File: src/rtl/decoder_pkg.sv
// Shared types, encodings and opcode decode tables for the instruction sequencer.
// Optional trap on illegal opcodes is enabled by DECODER_ILLEGAL_TRAP_EN.
package decoder_pkg;

  typedef enum logic [2:0] {
    FETCH = 3'd0,
    OP1   = 3'd1,
    OP2   = 3'd2,
    EXEC  = 3'd3,
    TRAP  = 3'd7
  } state_t;

  typedef enum logic [2:0] {
    AM_IMP,
    AM_IMM,
    AM_ZP,
    AM_REL,
    AM_ABS
  } amode_t;

  localparam logic [3:0] ALU_PASS = 4'd0;
  localparam logic [3:0] ALU_ADC  = 4'd1;
  localparam logic [3:0] ALU_INC  = 4'd2;
  localparam logic [3:0] ALU_CLC  = 4'd4;
  localparam logic [3:0] ALU_SEC  = 4'd5;

  localparam logic [2:0] BR_NONE = 3'd0;
  localparam logic [2:0] BR_NE   = 3'd1;

  localparam logic [1:0] MUX_NONE = 2'd0;
  localparam logic [1:0] MUX_IMM  = 2'd1;
  localparam logic [1:0] MUX_MEM  = 2'd2;

  localparam logic [7:0] OP_ADC_IMM = 8'h69;
  localparam logic [7:0] OP_ADC_ZP  = 8'h65;
  localparam logic [7:0] OP_ADC_ABS = 8'h6D;
  localparam logic [7:0] OP_LDA_IMM = 8'hA9;
  localparam logic [7:0] OP_LDA_ZP  = 8'hA5;
  localparam logic [7:0] OP_LDA_ABS = 8'hAD;
  localparam logic [7:0] OP_TAX     = 8'hAA;
  localparam logic [7:0] OP_TAY     = 8'hA8;
  localparam logic [7:0] OP_INX     = 8'hE8;
  localparam logic [7:0] OP_INY     = 8'hC8;
  localparam logic [7:0] OP_CLC     = 8'h18;
  localparam logic [7:0] OP_SEC     = 8'h38;
  localparam logic [7:0] OP_JMP     = 8'h4C;
  localparam logic [7:0] OP_BNE     = 8'hD0;
  localparam logic [7:0] OP_NOP     = 8'hEA;

  typedef struct packed {
    logic       w_rd;
    logic       pc_data;
    logic       x_con;
    logic       y_con;
    logic       acc_con;
    logic       status_con;
    logic       sp_con;
    logic       br_uncon;
    logic       br_con;
    logic [2:0] br_op;
    logic [3:0] alu_op;
    logic [1:0] mux;
  } ctrl_t;

  function automatic logic op_legal(logic [7:0] op);
    case (op)
      OP_ADC_IMM, OP_ADC_ZP, OP_ADC_ABS,
      OP_LDA_IMM, OP_LDA_ZP, OP_LDA_ABS,
      OP_TAX, OP_TAY, OP_INX, OP_INY,
      OP_CLC, OP_SEC, OP_JMP, OP_BNE,
      OP_NOP:  return 1'b1;
      default: return 1'b0;
    endcase
  endfunction

  // Unknown opcodes fall back to implied so they run as a NOP.
  function automatic amode_t op_mode(logic [7:0] op);
    case (op)
      OP_ADC_IMM, OP_LDA_IMM: return AM_IMM;
      OP_ADC_ZP, OP_LDA_ZP:   return AM_ZP;
      OP_BNE:                 return AM_REL;
      OP_ADC_ABS, OP_LDA_ABS,
      OP_JMP:                 return AM_ABS;
      default:                return AM_IMP;
    endcase
  endfunction

  function automatic ctrl_t op_ctrl(logic [7:0] op);
    ctrl_t c;
    c = '0;
    case (op)
      OP_ADC_IMM: begin
        c.alu_op = ALU_ADC; c.acc_con = 1'b1;
        c.status_con = 1'b1; c.mux = MUX_IMM;
      end
      OP_ADC_ZP, OP_ADC_ABS: begin
        c.alu_op = ALU_ADC; c.acc_con = 1'b1;
        c.status_con = 1'b1; c.mux = MUX_MEM;
        c.pc_data = 1'b1;
      end
      OP_LDA_IMM: begin
        c.alu_op = ALU_PASS; c.acc_con = 1'b1;
        c.status_con = 1'b1; c.mux = MUX_IMM;
      end
      OP_LDA_ZP, OP_LDA_ABS: begin
        c.alu_op = ALU_PASS; c.acc_con = 1'b1;
        c.status_con = 1'b1; c.mux = MUX_MEM;
        c.pc_data = 1'b1;
      end
      OP_TAX: c.x_con = 1'b1;
      OP_TAY: c.y_con = 1'b1;
      OP_INX: begin
        c.alu_op = ALU_INC; c.x_con = 1'b1;
        c.status_con = 1'b1;
      end
      OP_INY: begin
        c.alu_op = ALU_INC; c.y_con = 1'b1;
        c.status_con = 1'b1;
      end
      OP_CLC: begin
        c.alu_op = ALU_CLC; c.status_con = 1'b1;
      end
      OP_SEC: begin
        c.alu_op = ALU_SEC; c.status_con = 1'b1;
      end
      OP_JMP: c.br_uncon = 1'b1;
      OP_BNE: begin
        c.br_con = 1'b1; c.br_op = BR_NE;
      end
      default: c = '0;
    endcase
    return c;
  endfunction

endpackage

File: src/rtl/instr_queue.sv
// Instruction-byte prefetch FIFO; QDEPTH must be a power of two.
// An extra pointer bit separates the full and empty cases.
module instr_queue #(
  parameter int DATA_W = 8,
  parameter int QDEPTH = 4
) (
  input  logic              clk,
  input  logic              rst,
  input  logic              flush,
  input  logic              push,
  input  logic              pop,
  input  logic [DATA_W-1:0] din,
  output logic [DATA_W-1:0] dout,
  output logic              full,
  output logic              empty
);

  localparam int AW = $clog2(QDEPTH);

  logic [AW:0]       wr_ptr;
  logic [AW:0]       rd_ptr;
  logic [DATA_W-1:0] mem [QDEPTH];
  logic              do_push;
  logic              do_pop;

  assign empty = (wr_ptr == rd_ptr);
  assign full  = (wr_ptr[AW] != rd_ptr[AW]) &&
                 (wr_ptr[AW-1:0] == rd_ptr[AW-1:0]);
  assign dout  = mem[rd_ptr[AW-1:0]];

  assign do_push = push && !full && !rst && !flush;
  assign do_pop  = pop && !empty;

  always_ff @(posedge clk) begin
    if (rst || flush) begin
      wr_ptr <= '0;
      rd_ptr <= '0;
    end else begin
      if (do_push) wr_ptr <= wr_ptr + 1'b1;
      if (do_pop)  rd_ptr <= rd_ptr + 1'b1;
    end
  end

  always_ff @(posedge clk) begin
    if (do_push) mem[wr_ptr[AW-1:0]] <= din;
  end

endmodule

File: src/rtl/decoder_seq.sv
// Fetch/operand/execute sequencer fed by a prefetch queue.
// Define DECODER_ILLEGAL_TRAP_EN to trap on illegal opcodes.
module decoder_seq
  import decoder_pkg::*;
#(
  parameter int DATA_W = 8,
  parameter int QDEPTH = 4
) (
  input  logic              clk,
  input  logic              rst,
  input  logic              flush,
  input  logic              normal,
  input  logic              ib_valid,
  input  logic [DATA_W-1:0] ib_data,
  output logic              ib_ready,
  output logic              w_rd,
  output logic              pc_data,
  output logic              increment,
  output logic              lower_byte,
  output logic              x_con,
  output logic              y_con,
  output logic              accumulator_con,
  output logic              status_con,
  output logic              stack_pointer_con,
  output logic              branch_uncon,
  output logic              branch_con,
  output logic [2:0]        branch_op,
  output logic [3:0]        alu_op,
  output logic [1:0]        operand_mux_con,
  output logic [DATA_W-1:0] operand_lo,
  output logic [DATA_W-1:0] operand_hi,
  output logic [1:0]        t_state,
  output logic              busy,
  output logic              illegal
);

  state_t            state;
  state_t            state_nxt;
  logic [DATA_W-1:0] ir;
  logic [DATA_W-1:0] q_dout;
  logic              q_full;
  logic              q_empty;
  logic              push;
  logic              pop_req;
  logic              pop;
  logic              exec_on;
  ctrl_t             ctrl;

  assign ib_ready = !q_full && !flush && !rst;
  assign push     = ib_valid && ib_ready;
  assign pop      = pop_req && !flush && !rst;

  instr_queue #(
    .DATA_W(DATA_W),
    .QDEPTH(QDEPTH)
  ) u_queue (
    .clk  (clk),
    .rst  (rst),
    .flush(flush),
    .push (push),
    .pop  (pop),
    .din  (ib_data),
    .dout (q_dout),
    .full (q_full),
    .empty(q_empty)
  );

  always_comb begin
    state_nxt = state;
    pop_req   = 1'b0;
    if (normal) begin
      unique case (state)
        FETCH: begin
          if (!q_empty) begin
            pop_req = 1'b1;
`ifdef DECODER_ILLEGAL_TRAP_EN
            if (!op_legal(q_dout))
              state_nxt = TRAP;
            else if (op_mode(q_dout) == AM_IMP)
              state_nxt = EXEC;
            else
              state_nxt = OP1;
`else
            if (op_mode(q_dout) == AM_IMP)
              state_nxt = EXEC;
            else
              state_nxt = OP1;
`endif
          end
        end
        OP1: begin
          if (!q_empty) begin
            pop_req   = 1'b1;
            state_nxt = (op_mode(ir) == AM_ABS) ? OP2 : EXEC;
          end
        end
        OP2: begin
          if (!q_empty) begin
            pop_req   = 1'b1;
            state_nxt = EXEC;
          end
        end
        EXEC:    state_nxt = FETCH;
        default: state_nxt = state;
      endcase
    end
  end

  always_ff @(posedge clk) begin
    if (rst) begin
      state      <= FETCH;
      ir         <= DATA_W'(OP_NOP);
      operand_lo <= '0;
      operand_hi <= '0;
    end else if (flush) begin
      state <= FETCH;
    end else begin
      state <= state_nxt;
      if (pop && state == FETCH) ir         <= q_dout;
      if (pop && state == OP1)   operand_lo <= q_dout;
      if (pop && state == OP2)   operand_hi <= q_dout;
    end
  end

  // Decoded controls only leave the block while actually executing.
  assign exec_on = (state == EXEC) && normal && !flush && !rst;

  always_comb begin
    ctrl = '0;
    if (exec_on) ctrl = op_ctrl(ir);
  end

  assign w_rd              = ctrl.w_rd;
  assign pc_data           = ctrl.pc_data;
  assign x_con             = ctrl.x_con;
  assign y_con             = ctrl.y_con;
  assign accumulator_con   = ctrl.acc_con;
  assign status_con        = ctrl.status_con;
  assign stack_pointer_con = ctrl.sp_con;
  assign branch_uncon      = ctrl.br_uncon;
  assign branch_con        = ctrl.br_con;
  assign branch_op         = ctrl.br_op;
  assign alu_op            = ctrl.alu_op;
  assign operand_mux_con   = ctrl.mux;

  assign increment  = pop;
  assign lower_byte = pop && (state == OP1);
  assign t_state    = state[1:0];
  assign busy       = (state != FETCH);

`ifdef DECODER_ILLEGAL_TRAP_EN
  assign illegal = (state == TRAP);
`else
  assign illegal = 1'b0;
`endif

endmodule

File: config.mk
export PLATFORM = sky130hd
export DESIGN_NAME = decoder_seq
export DESIGN_NICKNAME = d
export VERILOG_FILES = /design/src/rtl/decoder_pkg.sv /design/src/rtl/instr_queue.sv /design/src/rtl/decoder_seq.sv
export SDC_FILE = /design/constraint.sdc
export NUM_CORES = 1
export LEC_CHECK = 0
export CAP_MARGIN = 25
export CELL_PAD_IN_SITES_DETAIL_PLACEMENT = 0
export CELL_PAD_IN_SITES_GLOBAL_PLACEMENT = 1
export CORE_MARGIN = 2
export CORE_UTILIZATION = 45
export DETAILED_ROUTE_END_ITERATION = 16
export DONT_BUFFER_PORTS = 1
export GPL_ROUTABILITY_DRIVEN = 0
export GPL_TIMING_DRIVEN = 0
export PLACE_DENSITY = 0.78
export SETUP_SLACK_MARGIN = 0.15
export SLEW_MARGIN = 15
export SYNTH_ARGS = -nofsm -noshare
export SYNTH_HDL_FRONTEND = slang
export SYNTH_SLANG_ARGS = --single-unit
File: constraint.sdc
create_clock -name clk -period 5.7 [get_ports clk]
set_input_delay 0.855 -clock clk [delete_from_list [all_inputs] [get_ports clk]]
set_output_delay 0.855 -clock clk [all_outputs]
set_load 0.03 [all_outputs]
==> flow_summary.toml, run 1 <==
[clock_network]
h-tree-depth = 3
cts_made_buffers = 9
cts_root_buf = "clkbuf_8"
clk_pin_slew_ps = 70
ctsResizeCount = 0
clockBufferDepth = 2
cts_hold_buf = 0
clock_latency_ps = 320
cts.sinks = 66
cts_tree = "done"
cts_setup_buffers = 0

[pwr]
ir_drop_uv = 264
p_per_area_nw_per_um2 = 280
p_leak_nw = 1.18

[floorplan]
ios = 54
die_y_um = 86.2
rows = 29
core_um2 = 6460
die_w_um = 86.2
initial_utilization = 0.471
dieArea_um2 = 7440

[outcome]
status = "complete, no violations"

[min_path]
worstHoldPathType = "flop to flop"

[sta]
hold_viol = 0
setup_tns_ps = 0
fin_crit_ps = 3420
worstMarginPinSlew_ps = 1010
clock.fmax_mhz = 292
setup_violations = 0
maxSlewHeadroom = 0.316
slew_viol_final = 0
period_share = 0.601
timing.hold.ws_ps = 525
rsz0062_at_grt = "no"
clock_skew_ps = 6.43

[routing]
drtIter0Drc = 132
vias = 1979
dr.pass1.iters = 5
final_antenna_net_count = 0
drc = 0
via_per_inst = 5.35
routed_wl_um = 5890
routedWlPerCell_um = 15.9

[global_route]
grt.total_usage = 0.171
grt_pass1_wl_um = 9690
grt-ovfl-total = 0
grt_pass1_vias = 1924
antenna_found_initial = 0
grt_max_degree = 12

[worst_setup_path]
path_max_fanout = 7
cpMaxStageDelayCell = "nor3_1"
endpoint_kind = "output pin"
crit_required_ps = 4850
worst-setup-path-type = "flop to output pin"
arrival_ps = 2570
critPathLaunchType = "flop"
path_cells = "ha_1, nand3_1, nor3_1, buf_4"
slowest_delay_ps = 860

[cells_and_area]
layout_commonest_cell = "dfxtp_1"
antenna_cells = 0
final_cell_mix = "dfxtp_1 (34), edfxtp_1 (32), nand2_1 (27)"
area_growth_pct = 10.6
drive_gt1_frac = 0.133
final_nets = 311

[yosys]
ys_ff_latch = 66
synth_top_area_share = 0.316
ys_seq_area_frac = 0.539
yosysWarnings = 0
yosysUniqueCellTypes = 47
yosys-top-cells-area = "edfxtp_1 (32%), dfxtp_1 (22%), mux4_2 (5.9%)"
postSynthAreaPerCell_um2 = 11.2
synth_top_cell_by_area = "edfxtp_1"
netlist_area_um2 = 3040
synthCells = 272

[place]
hpwl_um = 4120
port_buffers = 0

[run]
maxCapViolCount = 0
## critical path, delay by kind of cell, from the launching register on
family / cells / cell delay [ps]
flip-flops: 1 / 620
AND/OR/NAND/NOR: 2 / 1060
buffers and inverters: 1 / 300
adder cells (fa/ha/maj): 1 / 260
## routing by layer
| metal | vias up | wire (um) | track usage |
|---|---|---|---|
| met5 | - | 0 | 0 |
| li1 | 991 | - | - |
| met4 | 0 | 46 | 0.0511 |
| met2 | 45 | 2950 | 0.287 |
| met3 | 4 | 315 | 0.0610 |
| met1 | 939 | 2580 | 0.207 |
## synth_stat cells (all sizes together)
library cell  instances
a211o                 4
a211oi                1
a21boi                1
a21o                  1
a21oi                21
a221oi                1
a311o                 1
a311oi                2
a31oi                 2
a41oi                 1
and2                  6
and3                  4
and4                  1
buf                  13
clkbuf                9
conb                  1
dfxtp                34
edfxtp               32
ha                   10
inv                  11
mux2i                 1
mux4                  8
nand2                28
nand2b                2
nand3                23
nand4                 2
nor2                 19
nor3                  4
nor3b                 3
nor4b                 3
nor4bb                1
o2111ai               1
o211a                 1
o21ai                 4
o311ai                1
or2                   2
or3                   1
xnor2                 7
xor2                  5
## power breakdown
part           switching, mW  internal [mW]
logic                 0.0219         0.0104
clock network          0.169          0.241
registers            0.00177          0.499
total                  0.192          0.751
## cells by family after synthesis
| logic type | share of synthesized area |
|---|---|
| flip-flops | 0.539 |
| buffers and inverters | 0.0609 |
| other | 0.00123 |
| adder cells (fa/ha/maj) | 0.0411 |
| AND/OR/NAND/NOR | 0.164 |
| AO/OA/AOI/OAI | 0.0958 |
| XOR/XNOR | 0.0345 |
| multiplexers | 0.0625 |
## per-stage QoR
step | power, mW | setup slack, ps | std cells | util | cell area (um^2)
after global placement | 0.543 | 1960 | 354 | 0.489 | 3160
after global routing | 0.981 | 1990 | 370 | 0.521 | 3370
after detailed placement | 0.544 | 2280 | 354 | 0.489 | 3160
final | 0.943 | 2280 | 370 | 0.521 | 3370
after CTS | 0.954 | 2200 | 370 | 0.521 | 3370
after floorplan | 0.538 | 2170 | 277 | - | 3060
## worst paths after layout
kind | end | depth (start not counted) | slack, ps | startpoint
worst max register to register | state[0] | 8 | 3290 | state[0]
worst max-delay path | branch_op[0] | 4 | 2280 | state[1]
worst min-delay path | ir[0] | 2 | 520 | ir[0]
worst min register to register | ir[0] | 2 | 520 | ir[0]
## registers in the layout, indices dropped and copies added (netlist names), named ones only
register	cells
u_queue.rd_ptr	3
ir	8
u_queue.wr_ptr	3
operand_hi	8
operand_lo	8
state	2
u_queue.mem	32
## final cells by class
cell class / instances / area, um^2
inverters: 11 / 41.3
plain buffers: 22 / 144
clock inverters: 7 / 83.8
clock buffers: 9 / 124
flip-flops and latches: 66 / 1640
multi-input cells: 178 / 1230
well taps: 77 / 96.3
fillers: 584 / 3090
Power figures use the tool's default switching activity.
==> inputs of run 2 (changes only) <==
clock period = 3.3 ns   (was 5.7 ns; I/O delays follow)
==> run 2 against run 1 <==
Net effect: critical path depth increased by 1; total power increased by 73%; final area increased by 0.52%; first-iteration DRC count increased by 8.3%; setup slack got worse by 2000 ps.
==> flow_summary.toml, run 2 (synthesized netlist as in run 1, its figures left out) <==
[outcome]
status = "complete, no violations"

[worst_setup_path]
crit_required_ps = 2800
endpoint_kind = "output pin"
slowest_delay_ps = 770
worst-setup-path-type = "flop to output pin"
path_cells = "ha_1, nand3_1, nor2_1, nand3_1, nor3_1"
crit_top_cell = "nand3_1"
path_max_fanout = 7
cpMaxStageDelayCell = "nor3_1"
ff2ff_path_depth = 8
arrival_ps = 2490
critPathLaunchType = "flop"
rrSetupSlack_ps = 880

[sta]
rsz0062_at_grt = "yes"
slew_viol_final = 0
fin_ws_ps = 317
worstMarginPinSlew_ps = 902
clock_skew_ps = 6.53
clock.fmax_mhz = 335
period_share = 0.904
hold_viol = 0
fin_crit_ps = 2980
maxSlewHeadroom = 0.394
setup_violations = 0
setup_tns_ps = 0

[clock_network]
h-tree-depth = 3
cts_setup_buffers = 0
clock_latency_ps = 320
cts_root_buf = "clkbuf_8"
cts.sinks = 66
cts_hold_buf = 0
clk_pin_slew_ps = 70
clockBufferDepth = 2
cts_made_buffers = 9
cts_tree = "done"
ctsResizeCount = 0

[cells_and_area]
fill_cells = 582
multiInputGateArea_um2 = 1250
drive_gt1_frac = 0.143
stdcell_count = 370
layout_commonest_cell = "dfxtp_1"
postLayoutCellArea_um2 = 3380
seq_area_um2 = 1640
final_nets = 311
largest_reg_flops = 32
final_cell_mix = "dfxtp_1 (34), edfxtp_1 (32), nand2_1 (27)"
area_growth_pct = 11.2
antenna_cells = 0

[global_route]
grt.total_usage = 0.171
antenna_found_initial = 0
grt_pass1_vias = 1924
grt_pass1_wl_um = 9690
grt-ovfl-total = 0
grt_max_degree = 12

[floorplan]
dieArea_um2 = 7440
initial_utilization = 0.471
core_um2 = 6460
die_y_um = 86.2
ios = 54
rows = 29
die_w_um = 86.2

[place]
hpwl_um = 4120
port_buffers = 0
dp_slack_ps = 531
placed_cells = 354
placed_cell_area_um2 = 3160

[routing]
drtIter0Drc = 143
drc = 0
routed_wl_um = 5900
dr.pass1.iters = 5
routedWlPerCell_um = 15.9
via_per_inst = 5.35
vias = 1979
final_antenna_net_count = 0

[pwr]
p_per_area_nw_per_um2 = 482
ir_drop_uv = 454
p_leak_nw = 1.18
finalPower_mw = 1.63

[run]
maxCapViolCount = 0

[min_path]
worstHoldPathType = "input port to flop"
hold_depth = 0
[run 2: changes by cell type in the layout (fill, tap and decap cells not counted)]
cell / previous run / this run
a21boi_0: 1 / 0
a21boi_1: 0 / 1
nor3_1: 4 / 3
nor3_2: 0 / 1
nor3b_1: 3 / 2
nor3b_2: 0 / 1
o311ai_1: 1 / 0
o311ai_2: 0 / 1
[run 2: per-layer routing]
metal  track usage  up-vias  share of wire
met5             0        -              0
met4        0.0511        0         0.0078
met3        0.0610        4          0.043
met2         0.287       38           0.50
met1         0.207      943           0.45
li1              -      994              -
[run 2: final timing paths]
check / startpoint / to
setup / recovery: state[1] / y_con
hold / removal: ib_data[7] / u_queue.mem[1][7]
setup reg to reg: state[0] / state[0]
hold reg to reg: ir[0] / ir[0]
[run 2: layout make-up]
type	count	share of cell area
multi-input cells	178	0.370
clock inverters	7	0.0248
flip-flops and latches	66	0.485
clock buffers	9	0.0366
inverters	11	0.0122
plain buffers	22	0.0425
well taps	77	0.0285
[run 2: report_power, final]
part	total (mW)	switching [mW]	internal, mW
sequential	0.865	0.00305	0.862
clock	0.709	0.292	0.417
combinational	0.0557	0.0378	0.0179
[run 2: worst max-delay path: cells and delay by family, from the launching register on]
family	cells	cell delay [ps]
adder cells (fa/ha/maj)	1	260
flip-flops	1	620
AND/OR/NAND/NOR	4	1280
[run 2: per-stage QoR]
step,util,hold WS [ps]
6_report,0.524,264
3_3_place_gp,0.489,514
3_5_place_dp,0.489,519
5_1_grt,0.524,234
2_1_floorplan,-,471
4_1_cts,0.521,245
